## src/rtl/melody_sequencer.sv

```systemverilog
// melody_sequencer
//   Walks a note table in a synchronous ROM (one entry per beat) and produces a
//   signed square-wave sample for the current note.
//
// Ports
//   CLOCK_50  in   system clock, rising edge
//   reset     in   synchronous active-high reset
//   start     in   pulse: begin/restart playback at address 0
//   stop      in   pulse: abort playback (wins over start)
//   loop      in   wrap from LAST_ADDR to 0 instead of finishing
//   mute      in   force sample to 0, sequencing continues
//   rom_addr  out  note ROM address (also shown on HEX display)
//   rom_q     in   note ROM data: [18:0] half-period, all-ones = end marker
//   sample    out  signed tone sample
//   playing   out  high in FETCH, LOAD and PLAY
//   done      out  one-cycle pulse on entry to DONE
module melody_sequencer #(
    parameter int ADDR_W      = 10,
    parameter int NOTE_W      = 20,
    parameter int LAST_ADDR   = 140,
    parameter int BEAT_CYCLES = 9500000,
    parameter int ROM_LAT     = 2,
    parameter int AMPLITUDE   = 10000000
) (
    input  logic                     CLOCK_50,
    input  logic                     reset,
    input  logic                     start,
    input  logic                     stop,
    input  logic                     loop,
    input  logic                     mute,
    output logic [ADDR_W-1:0]        rom_addr,
    input  logic [NOTE_W-1:0]        rom_q,
    output logic signed [31:0]       sample,
    output logic                     playing,
    output logic                     done
);

    localparam int BEAT_W = $clog2(BEAT_CYCLES + 1);
    localparam int WAIT_W = $clog2(ROM_LAT + 1);
    localparam logic signed [31:0] AMP_POS = 32'(AMPLITUDE);
    localparam logic signed [31:0] AMP_NEG = -AMP_POS;

    typedef enum logic [2:0] {StIdle, StFetch, StLoad, StPlay, StDone} state_t;

    state_t             state;
    logic [WAIT_W-1:0]  wait_cnt;
    logic [BEAT_W-1:0]  beat_cnt;
    logic [18:0]        phase_cnt;
    logic [18:0]        half_period;
    logic               phase;

    logic [18:0]        sq_cnt_next;
    logic               sq_phase_next;
    logic signed [31:0] tone;

    // Square generator step; half_period of 0 is a rest and holds the counter.
    always_comb begin
        sq_cnt_next   = phase_cnt;
        sq_phase_next = phase;
        if (half_period != '0) begin
            if (phase_cnt == half_period) begin
                sq_cnt_next   = '0;
                sq_phase_next = ~phase;
            end else begin
                sq_cnt_next = phase_cnt + 1'b1;
            end
        end
    end

    // Level for the current phase; registered into sample one cycle later.
    always_comb begin
        if (mute || half_period == '0) begin
            tone = '0;
        end else begin
            tone = phase ? AMP_POS : AMP_NEG;
        end
    end

    always_ff @(posedge CLOCK_50) begin
        if (reset) begin
            state       <= StIdle;
            rom_addr    <= '0;
            sample      <= '0;
            playing     <= 1'b0;
            done        <= 1'b0;
            wait_cnt    <= '0;
            beat_cnt    <= '0;
            phase_cnt   <= '0;
            half_period <= '0;
            phase       <= 1'b0;
        end else begin
            done <= 1'b0;
            if (stop) begin
                state   <= StIdle;
                sample  <= '0;
                playing <= 1'b0;
            end else if (start) begin
                state     <= StFetch;
                rom_addr  <= '0;
                wait_cnt  <= '0;
                beat_cnt  <= '0;
                phase_cnt <= '0;
                playing   <= 1'b1;
                sample    <= (state == StIdle || state == StDone) ? '0 : tone;
            end else begin
                case (state)
                    StIdle, StDone: begin
                        sample <= '0;
                    end
                    StFetch: begin
                        // Keep the previous note sounding while the ROM settles.
                        phase_cnt <= sq_cnt_next;
                        phase     <= sq_phase_next;
                        sample    <= tone;
                        if (wait_cnt == WAIT_W'(ROM_LAT - 1)) begin
                            wait_cnt <= '0;
                            state    <= StLoad;
                        end else begin
                            wait_cnt <= wait_cnt + 1'b1;
                        end
                    end
                    StLoad: begin
                        if (rom_q == '1) begin
                            state   <= StDone;
                            done    <= 1'b1;
                            playing <= 1'b0;
                            sample  <= '0;
                        end else begin
                            half_period <= rom_q[18:0];
                            phase_cnt   <= '0;
                            phase       <= 1'b1;
                            beat_cnt    <= '0;
                            sample      <= tone;
                            state       <= StPlay;
                        end
                    end
                    StPlay: begin
                        phase_cnt <= sq_cnt_next;
                        phase     <= sq_phase_next;
                        sample    <= tone;
                        beat_cnt  <= beat_cnt + 1'b1;
                        if (beat_cnt == BEAT_W'(BEAT_CYCLES - 1)) begin
                            beat_cnt <= '0;
                            wait_cnt <= '0;
                            if (rom_addr < ADDR_W'(LAST_ADDR)) begin
                                rom_addr <= rom_addr + 1'b1;
                                state    <= StFetch;
                            end else if (loop) begin
                                rom_addr <= '0;
                                state    <= StFetch;
                            end else begin
                                state   <= StDone;
                                done    <= 1'b1;
                                playing <= 1'b0;
                                sample  <= '0;
                            end
                        end
                    end
                    default: begin
                        state  <= StIdle;
                        sample <= '0;
                    end
                endcase
            end
        end
    end

endmodule

```

## config.mk

```make
export PLATFORM = sky130hd
export DESIGN_NAME = melody_sequencer
export DESIGN_NICKNAME = d
export VERILOG_FILES = /design/src/rtl/melody_sequencer.sv
export SDC_FILE = /design/constraint.sdc
export NUM_CORES = 1
export LEC_CHECK = 0
export CAP_MARGIN = 25
export CORE_MARGIN = 5
export CORE_UTILIZATION = 50
export CTS_BUF_LIST = sky130_fd_sc_hd__clkbuf_4
export CTS_CLUSTER_DIAMETER = 80
export DETAILED_ROUTE_END_ITERATION = 7
export PLACE_DENSITY = 0.78
export REMOVE_ABC_BUFFERS = 1
export SETUP_SLACK_MARGIN = 0.05
export SYNTH_ARGS = -nofsm -noshare
export SYNTH_HDL_FRONTEND = slang
export SYNTH_SLANG_ARGS = --single-unit
```

## constraint.sdc

```tcl
create_clock -name CLOCK_50 -period 2 [get_ports CLOCK_50]
set_input_delay 0.4 -clock CLOCK_50 [delete_from_list [all_inputs] [get_ports CLOCK_50]]
set_output_delay 0.4 -clock CLOCK_50 [all_outputs]
set_load 0.005 [all_outputs]
```

Yosys cells after proc, flatten, opt, wreduce, memory -nomap -nowiden:

Index checks and enable logic that the tools add are counted.

* flip-flop bits (word level): 112
* logic and storage cells: 116

* add/sub/neg operators: 4
* $lt $le $gt $ge: 1
* equal/unequal tests: 21
* mux-type cells: 49
* bitwise operators: 5
* reduce and logical (&&, ||, !) cells: 25

Operator list (number)
* $mux 32: 8
* $pmux 32 s3: 1
* $mux 19: 4
* $mux 24: 3
* $mux 10: 5
* $pmux 24 s2: 1
* $pmux 19 s2: 1
* $add 24x1->24 const B: 1
* $eq 24x24->1 const B: 1
* $eq 20x20->1 const B: 1
* $add 19x1->19 const B: 1
* $eq 19x19->1: 1
* $logic_not 19->1: 1
* $reduce_bool 19->1: 1
* $ne 3x3->1 const B: 6
* $mux 3: 5
* $mux 1: 13
* $pmux 3 s4: 1
* $reduce_and 3->1: 4
* $reduce_and 4->1: 3
* $reduce_bool 3->1: 4
* $add 10x1->10 const B: 1
* $lt 10x8->1 const B: 1
* $ne 2x2->1 const B: 4
* other kinds (18): 33

Longest topological paths before layout:

Gate-level depths: netlist (run 1).

* word-level depth: 8
* mapped depth: 9
* gate-level depth less buffers: 7

Worst setup path after synthesis (run 1):

Ideal clock, no wire load.

* path type: flip-flop to flip-flop
* from: register beat_cnt[13]
* to: register rom_addr[5]
* setup time: 0.133 ns
* data arrival time: 1.906 ns
* required time: 1.867 ns
* setup slack: -0.039 ns
* stages on the path, launching flop included: 7
* path buffers: 0
* period minus slack after synthesis: 2.039 ns
* cells stage by stage: dfxtp_1 -> nand4_2 -> or4b_4 -> o41a_4 -> nor3_4 -> xnor2_1 -> nor2_1

* word-level cells in the longest chain between the ends: 3

Ends and longest elaborated chain
* start, declared: line 47 `logic [BEAT_W-1:0] beat_cnt;`
* start signal, assigned: line 141 `beat_cnt <= beat_cnt + 1'b1;`
* $eq 24x24->1: line 142 `if (beat_cnt == BEAT_W'(BEAT_CYCLES - 1)) begin`
* $reduce_bool 2->1 (no line)
* $reduce_and 4->1 (no line)
* end signal, assigned: line 146 `rom_addr <= rom_addr + 1'b1;`
* end, declared: line 31 `output logic [ADDR_W-1:0] rom_addr,`

No other way between the ends.
A chain may end at the register's enable or synchronous reset.

Final worst setup path (run 1):

* from: register half_period[11]
* to: register phase_cnt[13]

* word-level cells in the longest chain between the ends: 5
* elaborated cells on any way between the ends: 8

Ends and longest elaborated chain
* start, declared: line 49 `logic [18:0] half_period;`
* start signal, assigned: line 129 `half_period <= rom_q[18:0];`
* $eq 19x19->1: line 61 `if (phase_cnt == half_period) begin`
* $mux 19: line 61
* $mux 19: line 60 `if (half_period != '0) begin`
* $pmux 19 s2: line 106 `case (state)`
* $mux 19: line 97 `end else if (start) begin`
* end signal, assigned: line 112 `phase_cnt <= sq_cnt_next;`
* end signal, assigned: line 138 `phase_cnt <= sq_cnt_next;`
* end, declared: line 48 `logic [18:0] phase_cnt;`

Several ways; a longest one is shown, not always the timed one. The select of a mux whose other input is x is not followed.

==> results of run 1 <==
-- routing by layer --
layer / GRT usage / wire [microns] / vias to the layer above
met3: 0.0435 / 1310 / 80
met1: 0.264 / 5380 / 2257
met5: 0 / 0 / -
li1: - / - / 2147
met4: 0.103 / 854 / 0
met2: 0.413 / 7660 / 302
-- tightest hold or removal path, cell delays in order --
cell and delay, ns:
dlymetal6s2s_1 0.11, mux2i_1 0.08, nor2_1 0.09
-- Yosys cell counts, types with 2 or more instances --
master | count | area share
nand2b_1 | 2 | 0.0028
ha_1 | 3 | 0.0084
a31oi_1 | 4 | 0.0056
nand3_1 | 18 | 0.020
a22o_1 | 14 | 0.028
nor3b_1 | 4 | 0.0067
nand2_1 | 24 | 0.020
nor4b_1 | 3 | 0.0059
o22ai_1 | 2 | 0.0028
o21ai_0 | 26 | 0.029
nor3_1 | 26 | 0.029
dfxtp_1 | 83 | 0.37
buf_2 | 6 | 0.0067
nor2b_1 | 9 | 0.013
nor2_1 | 71 | 0.060
clkbuf_1 | 11 | 0.0093
o21a_1 | 3 | 0.0051
o31ai_2 | 2 | 0.0056
a21oi_1 | 9 | 0.010
a21o_1 | 4 | 0.0067
xor2_1 | 17 | 0.033
nor4_1 | 21 | 0.029
and2_1 | 7 | 0.0098
nand4_1 | 14 | 0.020
xnor2_1 | 29 | 0.057
buf_6 | 2 | 0.0051
or4_1 | 2 | 0.0034
mux2i_1 | 20 | 0.045
or3_1 | 2 | 0.0028
a31o_2 | 2 | 0.0039
a211oi_1 | 2 | 0.0034
a311oi_1 | 2 | 0.0039
and3_1 | 9 | 0.013
inv_1 | 16 | 0.013
buf_4 | 30 | 0.051
-- final cells by class --
cell class,instances,share of cell area
timing repair buffer,191,0.264
clock buffer,10,0.0113
tap,108,0.0204
multi-input combinational,382,0.437
clock inverter,4,0.00302
sequential,83,0.255
inverter,16,0.00907
-- kinds of logic (layout without fill, tap and decap cells) --
| family | Yosys count | after routing | share of synthesized area |
|---|---|---|---|
| DFF | 83 | 83 | 0.373 |
| and+or+nand+nor | 224 | 224 | 0.262 |
| adders and majority gates | 3 | 3 | 0.00842 |
| buffers and inverters | 65 | 221 | 0.0851 |
| muxes | 20 | 20 | 0.0449 |
| other | 1 | 7 | 0.000841 |
| xor gates and xnor gates | 46 | 46 | 0.0904 |
| AOI/OAI and AO/OA | 82 | 82 | 0.135 |
-- stage by stage --
step,hold WS [ns],instances,setup TNS (ns)
floorplan,0.428,481,-15.94
global placement,0.435,764,-25.13
detailed placement,0.452,764,-30.80
CTS,0.468,786,-0.0769
global route,0.286,794,-7.36
finish,0.270,794,-4.41
-- final timing paths --
check	end	from	cells after the start
worst max-delay path	phase_cnt[13]	half_period[11]	8
worst min-delay path	half_period[4]	rom_q[4]	3
worst max register to register	phase_cnt[13]	half_period[11]	8
worst min register to register	wait_cnt[1]	wait_cnt[1]	1
-- timing repair --
action,4_1_cts,5_1_grt
setup buffers,7,5
setup endpoints to repair,96,88
pin swaps,17,58
resized for setup,45,105
gates cloned,1,6
-- power breakdown --
| group | internal [mW] | switching (mW) |
|---|---|---|
| combinational | 0.143 | 0.150 |
| clock | 0.247 | 0.580 |
| sequential | 1.65 | 0.00436 |
| total | 2.04 | 0.735 |
-- state kept, by name, indices dropped and copies added (netlist names) --
name / flops
beat_cnt: 24
rom_addr: 10
phase_cnt: 19
done: 1
wait_cnt: 2
playing: 1
sample: 3
state: 3
half_period: 19
phase: 1
==> metrics.txt, run 1 <==
placer congestion estimate=0.885; fin area=around 6600 sq um; kind of cell adding the most delay to the critical path=simple AND/OR/NAND/NOR gates; r2r setup slk=-0.24 ns; synthesized area per cell=~8.5 sq um; cts bufs inserted=9; min Tclk post-route=2.24 ns; failing checks=negative setup slack; CP max-delay cell=dfxtp_4; initial DRC count=around 380; worst min path class=in2reg; I/O Buffers=62; P_leak=~2.6 nW; dpl ws=-0.576 ns; via count=between 4,000 and 5,000; ANT nets after route=0; num ports=70; Initial Util=0.511; CTS H-Tree Depth=3; CP Max Fanout=5; DRT Pass-1 Iters=5; CP Data Required Time=between 2 and 2.5 ns; nets=712; Max transition margin=0.660; Unique masters post-synth=60; Syn Std Cell Area=around 4500 sq um; crit path launch type=register; area of the multi-input gates=around 2900 sq um; largest net degree at the start of global routing=25; Clock Pin Slew Worst Setup and Hold Paths=~0.14 ns; Die Span X=104 microns; Clock Tree Root=clkbuf_4; P&R area growth vs syn=48.7%; n_diodes=0; Hold Vio Cnt, Final=0; crit end category=register; critical path class=reg2reg; # rows=34; Worst-Margin Slew=between 0.5 and 0.6 ns; hpwl dp=a little over 9000 microns; max-slew violations=0; P per Cell Area=roughly 420 nW/um^2; DRC Markers=0; Layout fillers=563; MaxCap Viol Count=0; Die Height=104 microns; ys async rst share=0; Final setup viols=31; initial antenna violation count=0; first-pass GRT wire length=21,000 microns; Final WS setup=-0.240 ns; synthesized flop and latch total=slightly above 80; Mapped Cells=approximately 520; CP Buf/Inv Count=2; hold_buf cts=0; most frequent cells in the layout=buf_4, dfxtp_1, clkdlybuf4s50_1; core box area=around 8700 sq um; GRT Overall Usage=0.231; Detailed Route WL=about 15,000 microns; dominant synthesized flop cell=dfxtp_1; Util after Layout=0.760; outcome=complete, but fails checks; post-synthesis sequential area ratio=0.373; most frequent CP cell=buf_6; wire per inst=around 19 microns; Syn. warnings=0; EDFF count, synth=0; Clock Path Buffers=2; RSZ-0062 raised after global routing=yes; clk sinks=83; DP Area=approximately 5800 sq um; PnR Total Power=roughly 2.8 mW; post-DR vias/cell=around 6.0; Cell Chain, Critical Path=xor2_1 -> nor4_2 -> nand4_1 -> o2111ai_4 -> buf_6 -> nor2_4 -> buf_6 -> a22o_1; worst skew pair latency=0.44 ns; share of cells above drive strength 1=0.345; crit share post-route=1.12; worst vdd ir=0.347 mV; Achievable Freq=446 MHz; crit path DAT=between 2 and 3 ns; worst-case clock skew=about 0.019 ns; vias in the first global route=approximately 4,500; TritonCTS clock tree=yes; biggest cell delay along the critical path=0.39 ns; commonest non-fill, non-tap cell in the layout=buf_4; Congestion Overflow GR=0; Register Area=around 1700 sq um; Die Footprint=10,900 sq um
(Power assumes the default switching activity.)
==> inputs of run 2 (changes only) <==
GPL_TIMING_DRIVEN = 1   (was default)
REMOVE_ABC_BUFFERS = default   (was 1)
==> metrics.txt, run 2 (synthesized netlist as in run 1, its figures left out) <==
Detailed Route WL=13,200 microns (was 15,200 microns); initial antenna violation count=0 (unchanged); Util after Layout=0.741 (was 0.760); # rows=34 (unchanged); P&R area growth vs syn=44.9% (was 48.7%); ANT nets after route=0 (unchanged); Die Footprint=10,900 sq um (unchanged); setup_tns=-0.867 ns (was -4.41 ns); Clock Pin Slew Worst Setup and Hold Paths=0.12 ns (was 0.14 ns); P_leak=2.45 nW (was 2.63 nW); worst min path class=reg2reg (was in2reg); core box area=8720 sq um (unchanged); clk sinks=83 (unchanged); Congestion Overflow GR=0 (unchanged); Crit. Startpoint=beat_cnt[17] (was half_period[11]); critical path class=reg2reg (unchanged); Hold Vio Cnt, Final=0 (unchanged); crit share post-route=1.02 (was 1.12); largest register by flop count=beat_cnt (unchanged); via count=4,508 (was 4,786); wire per inst=17.0 microns (was 19.1 microns); biggest regs=beat_cnt (24), half_period (19), phase_cnt (19) (unchanged); r2r setup slk=-0.05 ns (was -0.24 ns); Layout Cells excl Fill=777 (was 794); area of the multi-input gates=2860 sq um (was 2900 sq um); largest net degree at the start of global routing=25 (unchanged); Achievable Freq=489 MHz (was 446 MHz); TritonCTS clock tree=yes (unchanged); failing checks=negative setup slack (unchanged); MaxCap Viol Count=0 (unchanged); max reg flops=24 (unchanged); global routing met1 resource utilization=0.252 (was 0.264); commonest non-fill, non-tap cell in the layout=buf_4 (unchanged); Hold Path End=wait_cnt[1] (was half_period[4]); Clock Tree Root=clkbuf_4 (unchanged); hold_buf cts=0 (unchanged); RSZ-0062 raised after global routing=yes (unchanged); Die Span X=104 microns (unchanged); Worst Reg-to-Reg Cells=9 (was 8); worst vdd ir=0.421 mV (was 0.347 mV); Final WS setup=-0.0466 ns (was -0.240 ns); n_diodes=0 (unchanged); Final setup viols=38 (was 31); worst skew pair latency=0.45 ns (was 0.44 ns); capturing point of the worst reg2reg path=beat_cnt[12] (was phase_cnt[13]); crit path DAT=2.39 ns (was 2.58 ns); met3 Use GR=0.0534 (was 0.0435); initial DRC count=275 (was 375); crit path launch type=register (unchanged); CP Max Fanout=6 (was 5); r2r startpoint=beat_cnt[17] (was half_period[11]); outcome=complete, but fails checks (unchanged); worst-case clock skew=0.0239 ns (was 0.0193 ns); GRT Overall Usage=0.216 (was 0.231); cts bufs inserted=9 (unchanged); share of cells above drive strength 1=0.339 (was 0.345); I/O Buffers=62 (unchanged); Die Height=104 microns (unchanged); worst hold start=wait_cnt[1] (was rom_q[4]); placer congestion estimate=0.872 (was 0.885); DRT Pass-1 Iters=7 (was 5); max-slew violations=0 (unchanged); CP Data Required Time=2.34 ns (about the same); post-DR vias/cell=5.80 (was 6.03); CTS H-Tree Depth=3 (unchanged); hold-critical path depth=1 (was 3); crit end category=register (unchanged); Max transition margin=0.646 (was 0.660); Clock Path Buffers=2 (unchanged); nets=693 (was 712); Layout fillers=592 (was 563); first-pass GRT wire length=19,700 microns (was 21,000 microns); hpwl dp=8770 microns (was 9190 microns); P per Cell Area=454 nW/um^2 (was 419 nW/um^2); min Tclk post-route=2.05 ns (was 2.24 ns); most used routing layer=met2 (unchanged); num ports=70 (unchanged); Initial Util=0.511 (unchanged); GRT met2 Usage=0.379 (was 0.413); DRC Markers=0 (unchanged); most frequent cells in the layout=buf_4, dfxtp_1, clkdlybuf4s50_1 (unchanged); Register Area=1690 sq um (about the same); dpl cells=745 (was 764); vias in the first global route=4,188 (was 4,475); Worst-Margin Slew=0.529 ns (was 0.509 ns)
run 2: layer usage:
layer  up-vias  wire (microns)  share of wire
li1       2110               -              -
met1      2166            5180           0.39
met2       180            6800           0.52
met3        52             750          0.057
met4         0             451          0.034
met5         -               0              0
run 2: per-stage QoR:
| step | hold WS [ns] | total power, mW | setup slack, ns | instance area, sq um |
|---|---|---|---|---|
| floorplan | 0.428 | 1.80 | 0.0404 | 4510 |
| global placement | 0.434 | 1.92 | -0.340 | 5700 |
| detailed placement | 0.451 | 1.93 | -0.434 | 5700 |
| CTS | 0.467 | 2.88 | -0.0424 | 5930 |
| global route | 0.491 | 3.06 | -0.169 | 6460 |
| finish | 0.466 | 2.93 | -0.0466 | 6460 |
run 2: power breakdown:
part	internal [mW]	total, mW	switching (mW)	leakage, nW
Combinational	0.152	0.303	0.151	1.70
Clock	0.375	0.972	0.597	0.0674
Sequential	1.66	1.66	0.00473	0.678
Total	2.18	2.93	0.753	2.45
run 2: repair_timing:
action / in CTS / in global routing
gates cloned: 1 / 5
gates resized for setup: 29 / 116
endpoints found under the hold margin: 0 / 0
setup buffers: 3 / 8
pin swaps: 9 / 63
endpoints found under the setup margin: 70 / 80
run 2: layout make-up:
cell class / instances / share of cell area
timing repair buffer: 172 / 0.245
clock buffer: 9 / 0.0105
sequential: 83 / 0.261
clock inverter: 7 / 0.0103
tap: 108 / 0.0209
inverter: 16 / 0.00930
multi-input combinational: 382 / 0.443
run 2: worst max-delay path by stage:
stage          cells past startpoint  slack [ns]      endpoint
4_1_cts                            6       -0.04   rom_addr[7]
2_1_floorplan                      7        0.04   rom_addr[5]
5_1_grt                            9       -0.17  beat_cnt[23]
3_5_place_dp                       8       -0.43  phase_cnt[8]
6_report                           9       -0.05  beat_cnt[12]
3_3_place_gp                       8       -0.34  phase_cnt[8]
run 2: worst max-delay path, stage by stage (launching register included):
cell	delay, ns
dfxtp_1	0.34
nor4b_1	0.41
nand4_1	0.18
buf_6	0.17
nor2_4	0.16
nor2_4	0.06
o41ai_4	0.22
buf_6	0.20
clkbuf_16	0.18
nor2_2	0.03
